$ cat src/rtl/smoldvi_pkg.sv
// Shared constants for the smoldvi video timing block: common presets,
// sync polarities, counter width and the DVI control bundle.
package smoldvi_pkg;

   localparam int CTR_BITS = 12;

   // Sync polarities: the asserted level of hsync/vsync
   localparam logic SYNC_NEG = 1'b0;
   localparam logic SYNC_POS = 1'b1;

   // 640x480 @ 60 Hz, 25.175 MHz pixel clock
   localparam int VGA_H_ACTIVE = 640;
   localparam int VGA_H_FP     = 16;
   localparam int VGA_H_SYNC   = 96;
   localparam int VGA_H_BP     = 48;
   localparam int VGA_V_ACTIVE = 480;
   localparam int VGA_V_FP     = 10;
   localparam int VGA_V_SYNC   = 2;
   localparam int VGA_V_BP     = 33;
   localparam logic VGA_HSYNC_POL = SYNC_NEG;
   localparam logic VGA_VSYNC_POL = SYNC_NEG;

   // 800x600 @ 60 Hz, 40 MHz pixel clock
   localparam int SVGA_H_ACTIVE = 800;
   localparam int SVGA_H_FP     = 40;
   localparam int SVGA_H_SYNC   = 128;
   localparam int SVGA_H_BP     = 88;
   localparam int SVGA_V_ACTIVE = 600;
   localparam int SVGA_V_FP     = 1;
   localparam int SVGA_V_SYNC   = 4;
   localparam int SVGA_V_BP     = 23;
   localparam logic SVGA_HSYNC_POL = SYNC_POS;
   localparam logic SVGA_VSYNC_POL = SYNC_POS;

   // Control signals that travel together towards the DVI encoder
   typedef struct packed {
      logic den;
      logic hsync;
      logic vsync;
   } dvi_ctrl_t;

   // Converts a raw "sync asserted" flag into the pin level for a polarity
   function automatic logic sync_level(logic asserted, logic pol);
      return asserted ? pol : ~pol;
   endfunction

endpackage

$ cat src/rtl/smoldvi_delay_line.sv
// Fixed-depth register pipe with per-bit reset values; depth 0 is a wire.
// Reset clears every stage so nothing in flight survives a reset.
module smoldvi_delay_line #(
   parameter int                 WIDTH     = 1,
   parameter int                 DEPTH     = 1,
   parameter logic [WIDTH-1:0]   RESET_VAL = '0
) (
   input  logic             clk,
   input  logic             rst_n,
   input  logic [WIDTH-1:0] d,
   output logic [WIDTH-1:0] q
);

   if (DEPTH == 0) begin : g_wire
      logic unused_clk_rst;
      assign unused_clk_rst = clk ^ rst_n;
      assign q = d;
   end else begin : g_pipe
      logic [WIDTH-1:0] stage_q [DEPTH];
      logic [WIDTH-1:0] stage_d [DEPTH];

      // Each stage takes the value of the one before it
      always_comb begin
         stage_d[0] = d;
         for (int i = 1; i < DEPTH; i++) begin
            stage_d[i] = stage_q[i-1];
         end
      end

      // Stage registers, flushed to the idle value on reset
      always_ff @(posedge clk or negedge rst_n) begin
         if (!rst_n) begin
            for (int i = 0; i < DEPTH; i++) begin
               stage_q[i] <= RESET_VAL;
            end
         end else begin
            for (int i = 0; i < DEPTH; i++) begin
               stage_q[i] <= stage_d[i];
            end
         end
      end

      assign q = stage_q[DEPTH-1];
   end

endmodule

$ cat src/rtl/smoldvi_timing.sv
// Free-running DVI raster timing generator. Requests pixels one cycle
// after the counter position and delays den/hsync/vsync by the pixel
// source latency so they line up with the returned pixel data.
module smoldvi_timing
   import smoldvi_pkg::*;
#(
   parameter int   H_ACTIVE  = 640,
   parameter int   H_FP      = 16,
   parameter int   H_SYNC    = 96,
   parameter int   H_BP      = 48,
   parameter int   V_ACTIVE  = 480,
   parameter int   V_FP      = 10,
   parameter int   V_SYNC    = 2,
   parameter int   V_BP      = 33,
   parameter logic HSYNC_POL = 1'b0,
   parameter logic VSYNC_POL = 1'b0,
   parameter int   LATENCY   = 2
) (
   input  logic                clk_pix,
   input  logic                rst_n_pix,
   output logic                req,
   output logic [CTR_BITS-1:0] req_x,
   output logic [CTR_BITS-1:0] req_y,
   output logic                frame_start,
   output logic                line_start,
   output logic                den,
   output logic                hsync,
   output logic                vsync
);

   localparam int H_TOTAL  = H_ACTIVE + H_FP + H_SYNC + H_BP;
   localparam int V_TOTAL  = V_ACTIVE + V_FP + V_SYNC + V_BP;
   localparam int HS_START = H_ACTIVE + H_FP;
   localparam int HS_END   = H_ACTIVE + H_FP + H_SYNC;
   localparam int VS_START = V_ACTIVE + V_FP;
   localparam int VS_END   = V_ACTIVE + V_FP + V_SYNC;
   localparam logic [CTR_BITS-1:0] H_LAST = CTR_BITS'(H_TOTAL - 1);
   localparam logic [CTR_BITS-1:0] V_LAST = CTR_BITS'(V_TOTAL - 1);
   localparam dvi_ctrl_t CTRL_IDLE = '{den: 1'b0, hsync: ~HSYNC_POL, vsync: ~VSYNC_POL};

   logic [CTR_BITS-1:0] h_q, h_d;
   logic [CTR_BITS-1:0] v_q, v_d;
   logic                req_q, req_d;
   logic [CTR_BITS-1:0] req_x_q, req_x_d;
   logic [CTR_BITS-1:0] req_y_q, req_y_d;
   logic                frame_start_q, frame_start_d;
   logic                line_start_q, line_start_d;
   dvi_ctrl_t           ctrl_q, ctrl_d;
   dvi_ctrl_t           ctrl_dly;
   logic                active_raw, hsync_raw, vsync_raw;

   // Raw raster decode of the current counter position
   always_comb begin
      active_raw = (int'(h_q) < H_ACTIVE) && (int'(v_q) < V_ACTIVE);
      hsync_raw  = (int'(h_q) >= HS_START) && (int'(h_q) < HS_END);
      vsync_raw  = (int'(v_q) >= VS_START) && (int'(v_q) < VS_END);
   end

   // Counter advance and next values for the request-side and control registers
   always_comb begin
      h_d = h_q + 1'b1;
      v_d = v_q;
      if (h_q == H_LAST) begin
         h_d = '0;
         v_d = (v_q == V_LAST) ? '0 : v_q + 1'b1;
      end
      req_d         = active_raw;
      req_x_d       = active_raw ? h_q : '0;
      req_y_d       = active_raw ? v_q : '0;
      line_start_d  = (h_q == '0);
      frame_start_d = (h_q == '0) && (v_q == '0);
      ctrl_d.den    = active_raw;
      ctrl_d.hsync  = sync_level(hsync_raw, HSYNC_POL);
      ctrl_d.vsync  = sync_level(vsync_raw, VSYNC_POL);
   end

   // Raster counters and the first register stage for all outputs
   always_ff @(posedge clk_pix or negedge rst_n_pix) begin
      if (!rst_n_pix) begin
         h_q           <= '0;
         v_q           <= '0;
         req_q         <= 1'b0;
         req_x_q       <= '0;
         req_y_q       <= '0;
         frame_start_q <= 1'b0;
         line_start_q  <= 1'b0;
         ctrl_q        <= CTRL_IDLE;
      end else begin
         h_q           <= h_d;
         v_q           <= v_d;
         req_q         <= req_d;
         req_x_q       <= req_x_d;
         req_y_q       <= req_y_d;
         frame_start_q <= frame_start_d;
         line_start_q  <= line_start_d;
         ctrl_q        <= ctrl_d;
      end
   end

   smoldvi_delay_line #(
      .WIDTH     ($bits(dvi_ctrl_t)),
      .DEPTH     (LATENCY),
      .RESET_VAL (CTRL_IDLE)
   ) u_ctrl_dly (
      .clk   (clk_pix),
      .rst_n (rst_n_pix),
      .d     (ctrl_q),
      .q     (ctrl_dly)
   );

   assign req         = req_q;
   assign req_x       = req_x_q;
   assign req_y       = req_y_q;
   assign frame_start = frame_start_q;
   assign line_start  = line_start_q;
   assign den         = ctrl_dly.den;
   assign hsync       = ctrl_dly.hsync;
   assign vsync       = ctrl_dly.vsync;

endmodule

$ cat config.mk
export PLATFORM = sky130hd
export DESIGN_NAME = smoldvi_timing
export DESIGN_NICKNAME = d
export VERILOG_FILES = /design/src/rtl/smoldvi_pkg.sv /design/src/rtl/smoldvi_delay_line.sv /design/src/rtl/smoldvi_timing.sv
export SDC_FILE = /design/constraint.sdc
export NUM_CORES = 1
export LEC_CHECK = 0
export ABC_AREA = 1
export CAP_MARGIN = 25
export CORE_MARGIN = 3
export CORE_UTILIZATION = 42
export DETAILED_ROUTE_END_ITERATION = 12
export GPL_TIMING_DRIVEN = 0
export SLEW_MARGIN = 20
export SYNTH_ARGS = -nofsm -noshare
export SYNTH_HDL_FRONTEND = slang
export SYNTH_HIERARCHICAL = 1
export SYNTH_SLANG_ARGS = --single-unit
$ cat constraint.sdc
create_clock -name clk_pix -period 3.4 [get_ports clk_pix]
set_input_delay 0.51 -clock clk_pix [delete_from_list [all_inputs] [get_ports clk_pix]]
set_output_delay 0.51 -clock clk_pix [all_outputs]
set_load 0.05 [all_outputs]
==> summary.txt <==
Critical path
  • Worst Path Max Fanout: 1
  • Critical Path Max Stage Delay: between 0.7 and 0.8 ns
  • Worst setup path category: reg -> out
  • WP buf/inv: 1
  • R2r startpoint: h_q[0]
  • WP data arrival: around 1.6 ns
  • CP required: 2.89 ns
  • CP Launch Type: flop
  • Slowest stage cell, crit path: clkdlybuf4s50_1
  • Crit-path cells: clkdlybuf4s50_1
  • Reg-to-Reg End: v_q[9]
  • CP Capture Type: output port
  • Worst Reg-to-Reg Cells: 8
  • Reg2Reg Setup Slack: ~1.9 ns
  • CP delay by family, top: buffers and inverters

Clock network
  • Cts bufs inserted: 9
  • Post-cts sizing count: 0
  • CTS H-Tree Depth: 3
  • CTS clock-pin slew for the worst setup and hold paths: 0.06 ns
  • Post-CTS setup buffers: 0
  • Worst skew pair latency: roughly 0.33 ns
  • CTS tree: done
  • Clock Sinks: 59
  • Clock Tree Buf Depth: 2
  • CTS root buf: clkbuf_8
  • Hold buffers post-CTS: 0

Power and ir drop
  • Worst VDD drop: a little over 200 uV
  • Pleak: roughly 1.5 nW
  • Pwr dens: 424 mW/mm^2

Die
  • Boundary pin count: 32
  • Die width: 83.0 microns
  • Die height: 83.0 microns
  • Starting Density: 0.444
  • Die Footprint: 0.00688 sq mm
  • Row cnt: 27
  • Core ar.: 0.00561 sq mm

Global route
  • Routing usage on met1: 0.204
  • First-pass GRT wire length: 8160 microns
  • Initial antenna violation count: 0
  • Number of global-route vias before repair: 1756
  • Tot GR Track Use: 0.148
  • GR Util met2: 0.214
  • Top Usage Layer GRT: met2
  • GRT met3 Usage: 0.0337
  • Pin count of the biggest net entering global routing: 60
  • Total grt overflow: 0

Detailed routing
  • TritonRoute pass-1 iters: 4
  • Post-Route WL: 4520 microns
  • Initial DRC Count: 97
  • Wirelength per Cell: 11.7 microns
  • Drt via density: roughly 4.6
  • DR DRC count: 0
  • Detail Route Antenna Nets: 0
  • Vias: 1787

Synth
  • Post-Syn Area per Cell: ~9.4 sq um
  • Synthesized instance count: 264
  • Cell type with the highest aggregate area in the netlist: dfrtp_1
  • Distinct cell type count after synthesis: 26
  • Post-synth top area share: 0.533
  • Synth Cell Area: 0.00249 sq mm
  • Synth warnings: 6
  • Sequential area share after synthesis: 0.597
  • Synthesized flop and latch total: 59
  • Top cells by area, synth: dfrtp_1 53%, nand2_1 6.5%, dfstp_2 6.3%, nor2_1 6.3%, inv_1 5.6%

Finish
  • Area delta synth->final: 23.8%
  • Fraction of layout cells with a size suffix above 1: 0.111
  • Most frequent cells in the layout: 53 x dfrtp_1, 43 x nand2_1, 42 x nor2_1
  • Final core occ: 0.549
  • Ant. Diodes: 0
  • Layout Nets: roughly 320
  • Most common cell after layout, fill and taps aside: dfrtp_1
  • Filler Cell Count: around 530

Timing
  • Fin. Hold Viols: 0
  • Crit share post-route: 0.630
  • Setup TNS: 0 ns
  • RSZ-0062 raised after global routing: false
  • Setup violators final: 0
  • Tmin final: about 2.1 ns
  • Slew @ Worst Pin: 0.693 ns
  • Slew headroom: 0.538
  • Fin Clk Skew: 0.00643 ns
  • Fin. max-slew vios: 0
  • Max Clk Rate: about 470 MHz

Outcome
  • Status: complete, no violations

Placed design
  • GP Congestion: 0.889
  • PortBufs: 31
  • Detailed Place HPWL: 3240 microns

Min path
  • Min-Delay Path Class: in -> async

Run
  • Max_cap viols: 0
==> metrics by stage <==
step                      total power (W)  area, sq um  worst slack, ns  hold WS (ns)  std cells
after CTS                         0.00132         3080             1.24         0.253        387
final                             0.00131         3080             1.26         0.223        387
after detailed placement         0.000751         2900             1.60         0.348        371
after global placement           0.000751         2900           0.0308         0.332        371
after floorplan                  0.000731         2500             2.07         0.214        268
after global routing              0.00136         3080             1.23         0.292        387
==> Yosys cell counts <==
library cell,number
nor3_1,8
nor2_1,42
a21oi_1,2
xor2_1,8
nor2b_1,1
nand2_2,1
o22ai_1,1
nand4_1,2
nand2_1,43
buf_2,3
inv_2,2
o21ai_0,12
nand4_2,1
conb_1,1
inv_1,37
buf_8,1
nor2_2,2
nor2_8,2
nor4_1,2
dfstp_2,6
nand3b_1,1
dfrtp_1,53
nand3_1,23
ha_1,4
o21ai_1,5
nand3_4,1
==> registers in the layout (all words and copies together) (netlist names) <==
register,flops
v_q,12
u_ctrl_dly/g_pipe.stage_d,3
frame_start,1
ctrl_q,3
req_x,12
u_ctrl_dly/q,3
req_y,12
h_q,12
line_start,1
==> power breakdown <==
part | internal, W | total, W | switching [W]
clock | 0.000301 | 0.000568 | 0.000267
sequential | 0.000705 | 0.000706 | 0.000000640
combinational | 0.00000572 | 0.0000307 | 0.0000249
==> worst max path at each step <==
stage / slack (ns) / to / from / cells past startpoint
after floorplan: 2.07 / v_q[0] / h_q[0] / 7
after global placement: 0.03 / h_q[11] / rst_n_pix / 1
after detailed placement: 1.60 / hsync / u_ctrl_dly/q[1] / 1
after CTS: 1.24 / hsync / u_ctrl_dly/q[1] / 1
after global routing: 1.23 / hsync / u_ctrl_dly/q[1] / 1
final: 1.26 / hsync / u_ctrl_dly/q[1] / 1
==> cells by family (layout without fill, tap and decap cells) <==
family | Yosys count | in the layout | synth area share
simple gates | 129 | 129 | 0.242
flops | 59 | 59 | 0.597
other cells | 1 | 5 | 0.00151
buf+inv | 43 | 90 | 0.0709
compound gates | 20 | 20 | 0.0407
xor+xnor | 8 | 8 | 0.0282
fa+ha+maj | 4 | 4 | 0.0201
==> cell type report <==
class                      instances  area, sq um  area share
inverter                          39          146      0.0475
sequential                        59         1480       0.482
multi-input combinational        166          842       0.273
clock inverter                     4         25.0     0.00812
timing repair buffer              31          308      0.0999
buffer                             4         30.0     0.00975
tap                               72         90.1      0.0292
clock buffer                      12          155      0.0504
==> per-layer routing <==
layer / share of wire / vias to the layer above
met3: 0.068 / 9
li1: - / 914
met2: 0.43 / 57
met5: 0 / -
met4: 0.025 / 0
met1: 0.48 / 807
Note: power is estimated with default switching activity, not from simulation.
